===== src/rtl/l1_write_buffer.sv =====
`default_nettype none
// ============================================================================
// Module      : l1_write_buffer
// Description : Posted, coalescing line write buffer between the L1 physical
//               memory port and physical memory, with read forwarding.
// Revision    : 1.0 - initial release
// ============================================================================
module l1_write_buffer #(
    parameter int DEPTH  = 4,
    parameter int LINE_W = 128,
    parameter int ADDR_W = 16
) (
    input  logic              clk,
    input  logic              rst_n,
    input  logic              mem_read,
    input  logic              mem_write,
    input  logic [ADDR_W-1:0] mem_address,
    input  logic [LINE_W-1:0] mem_wdata,
    output logic              mem_resp,
    output logic [LINE_W-1:0] mem_rdata,
    output logic              pmem_read,
    output logic              pmem_write,
    output logic [ADDR_W-1:0] pmem_address,
    output logic [LINE_W-1:0] pmem_wdata,
    input  logic              pmem_resp,
    input  logic [LINE_W-1:0] pmem_rdata,
    output logic              empty
);

    localparam int PTR_W = $clog2(DEPTH);
    localparam int CNT_W = PTR_W + 1;
    localparam int TAG_W = ADDR_W - 4;
    localparam logic [CNT_W-1:0] FULL_COUNT = CNT_W'(DEPTH);

    typedef enum logic [1:0] {
        S_IDLE = 2'd0,
        S_RD   = 2'd1,
        S_RSP  = 2'd2,
        S_WR   = 2'd3
    } state_t;

    state_t              state_q, state_d;
    logic [DEPTH-1:0]    valid_q, valid_d;
    logic [TAG_W-1:0]    tag_q  [DEPTH];
    logic [TAG_W-1:0]    tag_d  [DEPTH];
    logic [LINE_W-1:0]   line_q [DEPTH];
    logic [LINE_W-1:0]   line_d [DEPTH];
    logic [PTR_W-1:0]    head_q, head_d;
    logic [PTR_W-1:0]    tail_q, tail_d;
    logic [CNT_W-1:0]    count_q, count_d;
    logic                mem_resp_q, mem_resp_d;
    logic [LINE_W-1:0]   mem_rdata_q, mem_rdata_d;
    logic                pmem_read_q, pmem_read_d;
    logic                pmem_write_q, pmem_write_d;
    logic [ADDR_W-1:0]   pmem_address_q, pmem_address_d;
    logic [LINE_W-1:0]   pmem_wdata_q, pmem_wdata_d;

    logic [TAG_W-1:0]    req_tag;
    logic                req_valid;
    logic                hit;
    logic [PTR_W-1:0]    hit_idx;
    logic                drain_done;
    logic                rd_miss;
    logic                wr_req;
    logic                draining_hit;
    logic                coalesce;
    logic                alloc;
    logic                unused_addr_bits;

    assign req_tag          = mem_address[ADDR_W-1:4];
    assign unused_addr_bits = ^mem_address[3:0];
    // The cycle carrying mem_resp belongs to the previous request.
    assign req_valid        = (mem_read | mem_write) & ~mem_resp_q;

    always_comb begin
        hit     = 1'b0;
        hit_idx = '0;
        for (int i = 0; i < DEPTH; i++) begin
            if (valid_q[i] && (tag_q[i] == req_tag)) begin
                hit     = 1'b1;
                hit_idx = PTR_W'(i);
            end
        end
    end

    always_comb begin
        state_d        = state_q;
        valid_d        = valid_q;
        tag_d          = tag_q;
        line_d         = line_q;
        head_d         = head_q;
        tail_d         = tail_q;
        mem_resp_d     = 1'b0;
        mem_rdata_d    = mem_rdata_q;
        pmem_read_d    = pmem_read_q;
        pmem_write_d   = pmem_write_q;
        pmem_address_d = pmem_address_q;
        pmem_wdata_d   = pmem_wdata_q;

        drain_done   = (state_q == S_WR) && pmem_resp;
        rd_miss      = req_valid && mem_read && !hit;
        wr_req       = req_valid && mem_write && !mem_read;
        draining_hit = hit && (state_q == S_WR) && (hit_idx == head_q);
        coalesce     = wr_req && hit && !draining_hit;
        alloc        = wr_req && !hit && ((count_q != FULL_COUNT) || drain_done);

        if (req_valid && mem_read && hit) begin
            mem_resp_d  = 1'b1;
            mem_rdata_d = line_q[hit_idx];
        end

        // Invalidate before allocating: a full buffer reuses the freed head slot.
        if (drain_done) begin
            valid_d[head_q] = 1'b0;
            head_d          = head_q + PTR_W'(1);
        end

        if (coalesce) begin
            line_d[hit_idx] = mem_wdata;
            mem_resp_d      = 1'b1;
        end

        if (alloc) begin
            valid_d[tail_q] = 1'b1;
            tag_d[tail_q]   = req_tag;
            line_d[tail_q]  = mem_wdata;
            tail_d          = tail_q + PTR_W'(1);
            mem_resp_d      = 1'b1;
        end

        count_d = count_q + CNT_W'(alloc) - CNT_W'(drain_done);

        case (state_q)
            S_IDLE: begin
                if (rd_miss) begin
                    state_d        = S_RD;
                    pmem_read_d    = 1'b1;
                    pmem_address_d = {req_tag, 4'b0000};
                end else if (count_q != '0) begin
                    state_d        = S_WR;
                    pmem_write_d   = 1'b1;
                    pmem_address_d = {tag_q[head_q], 4'b0000};
                    // A coalesce into the head on this edge must not be lost.
                    pmem_wdata_d   = (coalesce && (hit_idx == head_q)) ? mem_wdata
                                                                       : line_q[head_q];
                end
            end
            S_RD: begin
                if (pmem_resp) begin
                    state_d     = S_RSP;
                    pmem_read_d = 1'b0;
                    mem_resp_d  = 1'b1;
                    mem_rdata_d = pmem_rdata;
                end
            end
            S_RSP: begin
                state_d = S_IDLE;
            end
            S_WR: begin
                if (pmem_resp) begin
                    state_d      = S_IDLE;
                    pmem_write_d = 1'b0;
                end
            end
            default: begin
                state_d = S_IDLE;
            end
        endcase
    end

    always_ff @(posedge clk or negedge rst_n) begin
        if (!rst_n) begin
            state_q        <= S_IDLE;
            valid_q        <= '0;
            head_q         <= '0;
            tail_q         <= '0;
            count_q        <= '0;
            mem_resp_q     <= 1'b0;
            mem_rdata_q    <= '0;
            pmem_read_q    <= 1'b0;
            pmem_write_q   <= 1'b0;
            pmem_address_q <= '0;
            pmem_wdata_q   <= '0;
        end else begin
            state_q        <= state_d;
            valid_q        <= valid_d;
            head_q         <= head_d;
            tail_q         <= tail_d;
            count_q        <= count_d;
            mem_resp_q     <= mem_resp_d;
            mem_rdata_q    <= mem_rdata_d;
            pmem_read_q    <= pmem_read_d;
            pmem_write_q   <= pmem_write_d;
            pmem_address_q <= pmem_address_d;
            pmem_wdata_q   <= pmem_wdata_d;
        end
    end

    // Tag/line payload is qualified by valid_q, so it needs no reset.
    always_ff @(posedge clk) begin
        tag_q  <= tag_d;
        line_q <= line_d;
    end

    assign mem_resp     = mem_resp_q;
    assign mem_rdata    = mem_rdata_q;
    assign pmem_read    = pmem_read_q;
    assign pmem_write   = pmem_write_q;
    assign pmem_address = pmem_address_q;
    assign pmem_wdata   = pmem_wdata_q;
    assign empty        = (count_q == '0) && (state_q == S_IDLE);

    a_rw_exclusive: assert property (@(posedge clk) disable iff (!rst_n)
                                     !(mem_read && mem_write));

endmodule
`default_nettype wire

===== config.mk =====
export PLATFORM = sky130hd
export DESIGN_NAME = l1_write_buffer
export DESIGN_NICKNAME = d
export VERILOG_FILES = /design/src/rtl/l1_write_buffer.sv
export SDC_FILE = /design/constraint.sdc
export NUM_CORES = 1
export LEC_CHECK = 0
export CAP_MARGIN = 20
export CORE_ASPECT_RATIO = 1.1
export CORE_MARGIN = 3
export CORE_UTILIZATION = 50
export DETAILED_ROUTE_END_ITERATION = 6
export GPL_TIMING_DRIVEN = 0
export PLACE_DENSITY = 0.75
export SLEW_MARGIN = 20
export SYNTH_ARGS = -nofsm -noshare
export SYNTH_HDL_FRONTEND = slang
export SYNTH_SLANG_ARGS = --single-unit

===== constraint.sdc =====
create_clock -name clk -period 6.8 [get_ports clk]
set_clock_uncertainty 0.05 [all_clocks]
set_input_delay 2.04 -clock clk [delete_from_list [all_inputs] [get_ports clk]]
set_output_delay 2.04 -clock clk [all_outputs]
set_load 0.05 [all_outputs]

==> results of run 1 <==
[final cells by class]
cell class,instances,area [µm²],area share [%]
multi-input cells,2134,17500,36.9
flip-flops and latches,844,18800,39.7
clock buffers,128,2460,5.19
inverters,8,30.0,0.0633
well taps,954,1190,2.52
repair buffers,551,5630,11.9
plain buffers,282,1350,2.85
clock inverters,31,413,0.871
diodes,14,35.0,0.0739
[power by group through the flow]
stage / Sequential (mW) / Clock, mW / Combinational [mW]
after floorplan: 11.5 / 0 / 5.35
after global placement: 9.06 / 0 / 11.5
after detailed placement: 9.15 / 0 / 11.7
after CTS: 9.10 / 4.92 / 11.8
after global routing: 9.42 / 5.11 / 12.5
final: 9.15 / 4.86 / 11.8
[routing by layer]
layer  global-route usage (%)  vias to the layer above  wire, µm
met2                     49.1                     1231     58100
met3                     7.00                      221     10300
met1                     38.4                    14800     48300
met4                     12.8                        6      4710
li1                         -                    13300         -
met5                        0                        -        46
[worst max-delay path: stages]
cell and delay, ns:
clkdlybuf4s50_1 0.56, buf_2 0.21, xnor2_1 0.16, nand4_1 0.22, nor4_1 0.73, a2111o_1 0.31
o21ai_1 0.19, nor2_1 0.76, buf_2 0.57, clkbuf_1 0.64, a31oi_1 0.18
[worst max-delay path by stage]
stage / end / cells after the start / startpoint / slack [ns]
6_report: pmem_wdata[84] / 11 / mem_address[8] / 0.61
5_1_grt: pmem_wdata[79] / 11 / mem_address[8] / 0.52
4_1_cts: pmem_wdata[84] / 11 / mem_address[8] / 0.73
3_5_place_dp: pmem_wdata[84] / 11 / mem_address[8] / 0.1
3_3_place_gp: mem_rdata[57] / 1 / rst_n / -9.54
2_1_floorplan: line_q[491] / 11 / mem_address[13] / 2.06
[kinds of logic after synthesis]
family / after synthesis / synth area share [%]
flops: 844 / 49.9
mux: 780 / 27.1
compound gates: 687 / 11.5
simple gates: 599 / 6.28
buf+inv: 290 / 3.64
xor+xnor: 54 / 1.26
fa+ha+maj: 10 / 0.352
other cells: 1 / 0.00996
[cell usage after synthesis, types with 2 or more instances]
master    count  area share, %
dfxtp_1     512             27
mux2_1      496             15
dfrtp_1     284             19
nor2_1      281            2.8
nand2_1     278            2.8
clkbuf_1    167            1.7
a21oi_1     143            1.9
mux4_2      140            8.4
o21ai_0     133            1.8
a211oi_1    129            2.6
a31oi_1     129            2.1
a22oi_1     128            2.6
mux2i_1     128            3.4
buf_2        61           0.81
edfxtp_1     48            3.8
xnor2_1      46            1.1
buf_4        27           0.54
mux2_2       16           0.48
buf_6        14           0.42
buf_1        13           0.13
o22ai_1      12           0.20
ha_1          9           0.30
inv_1         8          0.080
nand3_1       8           0.11
nand4_1       8           0.13
xor2_1        8           0.19
nor4_1        5          0.083
a21o_1        4          0.080
and2_1        3          0.050
or2_2         3          0.050
nor3_1        2          0.027
o21ai_1       2          0.027
or3_1         2          0.033
or4_1         2          0.040
[state kept, by name (all words and copies together), names as in the netlist, 2 cells and up]
register      cells
count_q           3
head_q            2
pmem_address     12
mem_rdata       128
tag_q            48
valid_q           4
tail_q            2
state_q           2
pmem_wdata      128
line_q          512
[stage by stage]
stage	hold slack [ns]	setup TNS, ns	setup slack, ns
2_1_floorplan	0.391	0	2.06
3_3_place_gp	0.407	-2728.73	-9.54
3_5_place_dp	0.409	0	0.0990
4_1_cts	0.421	0	0.730
5_1_grt	0.455	0	0.520
6_report	0.426	0	0.610
==> results.txt, run 1 <==
Worst Path Max Fanout: 10
global-route wire length before repair: 180,000 µm
worst min path class: flop to flop
switching share of total power: 40.5%
Post-DP Area: 0.0445 mm²
critical path class: input pin to flop
outcome: complete, no violations
Routed wire per std cell: 24.5 µm
DP Cell Count: 4,773
Pwr Density: 543 mW/mm²
Yosys reg bits: 844
Cell Count, Final, Fillers Out: 4,946
TritonCTS Buffers: 86
I/O Buffers: 544
Synth warnings: 0
Worst Hold End: valid_q[0]
Setup Buffers After CTS: 0
Vias: 29,600
num rows: 104
Reg power frac: 35.5%
Final Cell Area: 0.0474 mm²
Setup crit end kind: flop
Layout Utilization: 64.1%
Seq/Total Area, Yosys: 49.9%
Worst-Margin Slew: 1.18 ns
RR Startpoint: tag_q[16]
layout cells sized above 1: 10.3%
Tot Pwr: 25.8 mW
Max-slew headroom: 21.7%
commonest non-fill, non-tap cell in the layout: clkdlybuf4s50_1
CTS Sinks: 844
final setup vio count: 0
Hold Buf Count CTS: 0
fraction of registers with async set/reset: 33.6%
largest net degree at the start of global routing: 93
clock tree from TritonCTS: done
fmax: 162 MHz
initial antenna violation count: 25
Min Clock Period, post-route: 6.19 ns
DRT iter0 DRCs: 2,603
Clock Latency Late Sink: 0.63 ns
sw power: 10.4 mW
Lkg Pwr: 18.5 nW
Layout area overhead: 25.9%
hold depth: 1
Initial Util: 50.9%
H-Tree Level Count: 3
RePlAce Congestion: 0.859
MaxCap Viol Count: 0
Post-Syn Area per Cell: 11.5 µm²
clock power share: 18.9%
Residual DRC: 0
fill count: 5,828
Final HPWL DP: 84,900 µm
grt total ovfl: 0
synthesized cell area: 0.0377 mm²
DRT antenna net count: 0
ys flop type: dfxtp_1
io pins: 553
hold_sp: valid_q[0]
clock buffer depth: 3
1st-pass router iterations: 5
height of the die: 294 µm
Resize count post-CTS: 0
Nets: 4,194
Vias/cell: 5.98
Final Max Tran Viols: 0
internal power: 15.3 mW
final wirelength: 121,000 µm
Data required, critical path: 7.20 ns
Global Route Usage Sum: 30.0%
Comb pwr share: 45.6%
die width: 268 µm
Tcrit/Tclk final: 91.0%
reg2reg end: pmem_wdata[84]
vias in the first global route: 29,700
crit start category: input pin
post-synthesis cell type count: 50
Cells after Synth: 3,265
Fin. Hold Viols: 0
Reg clk slew, reported paths: 0.07 ns
Core Footprint: 0.0739 mm²
Die Area: 0.0786 mm²
CTS root buffer: clkbuf_16
RSZ-0062 raised after global routing: false
IR Drop Worst-Case VDD: 0.327 mV
CP arrival: 6.59 ns
EDFF count, synth: 48
most frequent cells in the layout: clkdlybuf4s50_1, dfxtp_1, mux2_1
Worst R2R Path Depth: 9
r2r setup slk: 2.34 ns
No activity file was read; power rests on OpenSTA's default activity.
==> inputs of run 2 (changes only) <==
PLACE_DENSITY = 0.74   (was 0.75)
==> results.txt, run 2 (synthesized netlist as in run 1, its figures left out) <==
outcome: complete, no violations
Worst Path Max Fanout: 10
clock tree from TritonCTS: done
CP arrival: 6.47 ns
I/O Buffers: 544
Residual DRC: 0
Data required, critical path: 7.20 ns
Pwr Density: 543 mW/mm²
RSZ-0062 raised after global routing: false
H-Tree Level Count: 3
Nets: 4,192
Initial Util: 50.9%
final setup vio count: 0
Worst-Margin Slew: 1.08 ns
Setup Buffers After CTS: 0
Vias/cell: 5.99
max reg flops: 512
Slowest Stage Delay on Critical Path: 0.73 ns
Reg clk slew, reported paths: 0.07 ns
Worst path slowest cell: nor2_1
crit start category: input pin
Min Clock Period, post-route: 6.07 ns
largest register by flop count: line_q
1st-pass router iterations: 5
WP buf/inv: 4
FF/Latch Area: 0.0188 mm²
MaxCap Viol Count: 0
Hold Buf Count CTS: 0
WHS: 0.436 ns
RePlAce Congestion: 0.877
Max-slew headroom: 28.3%
initial antenna violation count: 20
Die Area: 0.0786 mm²
TritonCTS Buffers: 85
CTS root buffer: clkbuf_16
Setup crit end kind: flop
fill count: 5,836
Fin. Hold Viols: 0
Vias: 29,600
Final WS setup: 0.727 ns
final wirelength: 121,000 µm
io pins: 553
Global Route Usage Sum: 30.2%
Lkg Pwr: 18.6 nW
vias in the first global route: 29,900
DRT antenna net count: 0
grt total ovfl: 0
kind of cell adding the most delay to the critical path: buffers and inverters
DRT iter0 DRCs: 2,393
fmax: 165 MHz
Final HPWL DP: 84,900 µm
commonest non-fill, non-tap cell in the layout: clkdlybuf4s50_1
height of the die: 294 µm
Layout area overhead: 26.0%
global-route wire length before repair: 181,000 µm
Critical Path, Cell by Cell: clkdlybuf4s50_1 > buf_2 > xnor2_1 > nand4_1 > nor4_1 > a2111o_1 > o21ai_1 > nor2_1 > buf_2 > clkbuf_1 > a31oi_1
Routed wire per std cell: 24.5 µm
dpl ws: 0.229 ns
Final Max Tran Viols: 0
multi-input logic area: 0.0175 mm²
most frequent cells in the layout: clkdlybuf4s50_1, dfxtp_1, mux2_1
Resize count post-CTS: 0
Cell Count, Final, Fillers Out: 4,940
largest net degree at the start of global routing: 94
die width: 268 µm
Layout Utilization: 64.2%
Core Footprint: 0.0739 mm²
Tcrit/Tclk final: 89.3%
CTS Sinks: 844
most used cell, CP: buf_2
DP Cell Count: 4,772
Clock Latency Late Sink: 0.63 ns
clock buffer depth: 3
num rows: 104
worst min path class: flop to flop
IR Drop Worst-Case VDD: 0.379 mV
layout cells sized above 1: 10.7%
critical path class: input pin to flop
run 2: cell types whose count changed in the layout (fill, tap and decap cells not counted), moves of 3 or more:
cell       before  now
clkbuf_8       13   21
clkbuf_16      87   91
diode_2        14    9
clkbuf_2        8   11
bufinv_16       9    4
clkinv_2       12   17
clkinv_1        3    0
clkbuf_1      187  173
run 2: where the power goes:
part	internal [mW]	switching [mW]	total (mW)
clock	2.84	2.03	4.87
sequential	7.51	1.63	9.14
combinational	4.96	6.80	11.8
total	15.3	10.5	25.8
run 2: final timing paths:
check / slack [ns] / endpoint / cells after the start / from
max reg2reg: 2.44 / pmem_wdata[82] / 9 / tag_q[22]
max: 0.73 / pmem_wdata[82] / 11 / mem_address[7]
min: 0.44 / line_q[198] / 1 / line_q[198]
max in group asynchronous: 4.25 / mem_rdata[50] / 3 / rst_n
min in group asynchronous: 1.23 / pmem_wdata[123] / 1 / rst_n
min reg2reg: 0.44 / line_q[198] / 1 / line_q[198]
run 2: layout make-up:
type                       count  area share (%)
multi-input combinational   2134            36.9
buffer                       282            2.85
clock buffer                 129            5.55
clock inverter                30           0.612
sequential                   844            39.6
timing repair buffer         550            11.8
inverter                       8          0.0633
tap                          954            2.52
antenna                        9          0.0475
run 2: routing by layer:
| metal | share of wire, % | vias up | GRT usage [%] | routed length (µm) |
|---|---|---|---|---|
| met5 | 0.045 | - | 0 | 55 |
| met4 | 3.5 | 8 | 11.9 | 4270 |
| met3 | 7.7 | 210 | 6.01 | 9340 |
| met2 | 48 | 1207 | 50.2 | 58700 |
| met1 | 40 | 14900 | 38.9 | 48600 |
| li1 | - | 13300 | - | - |
run 2: through the flow:
step | instance area, µm² | TNS, ns | power, mW
after global placement | 44300 | -2679.08 | 20.6
final | 47400 | 0 | 25.8
after floorplan | 37700 | 0 | 16.8
after detailed placement | 44500 | 0 | 20.9
after CTS | 47400 | 0 | 25.8
after global routing | 47400 | 0 | 27.1
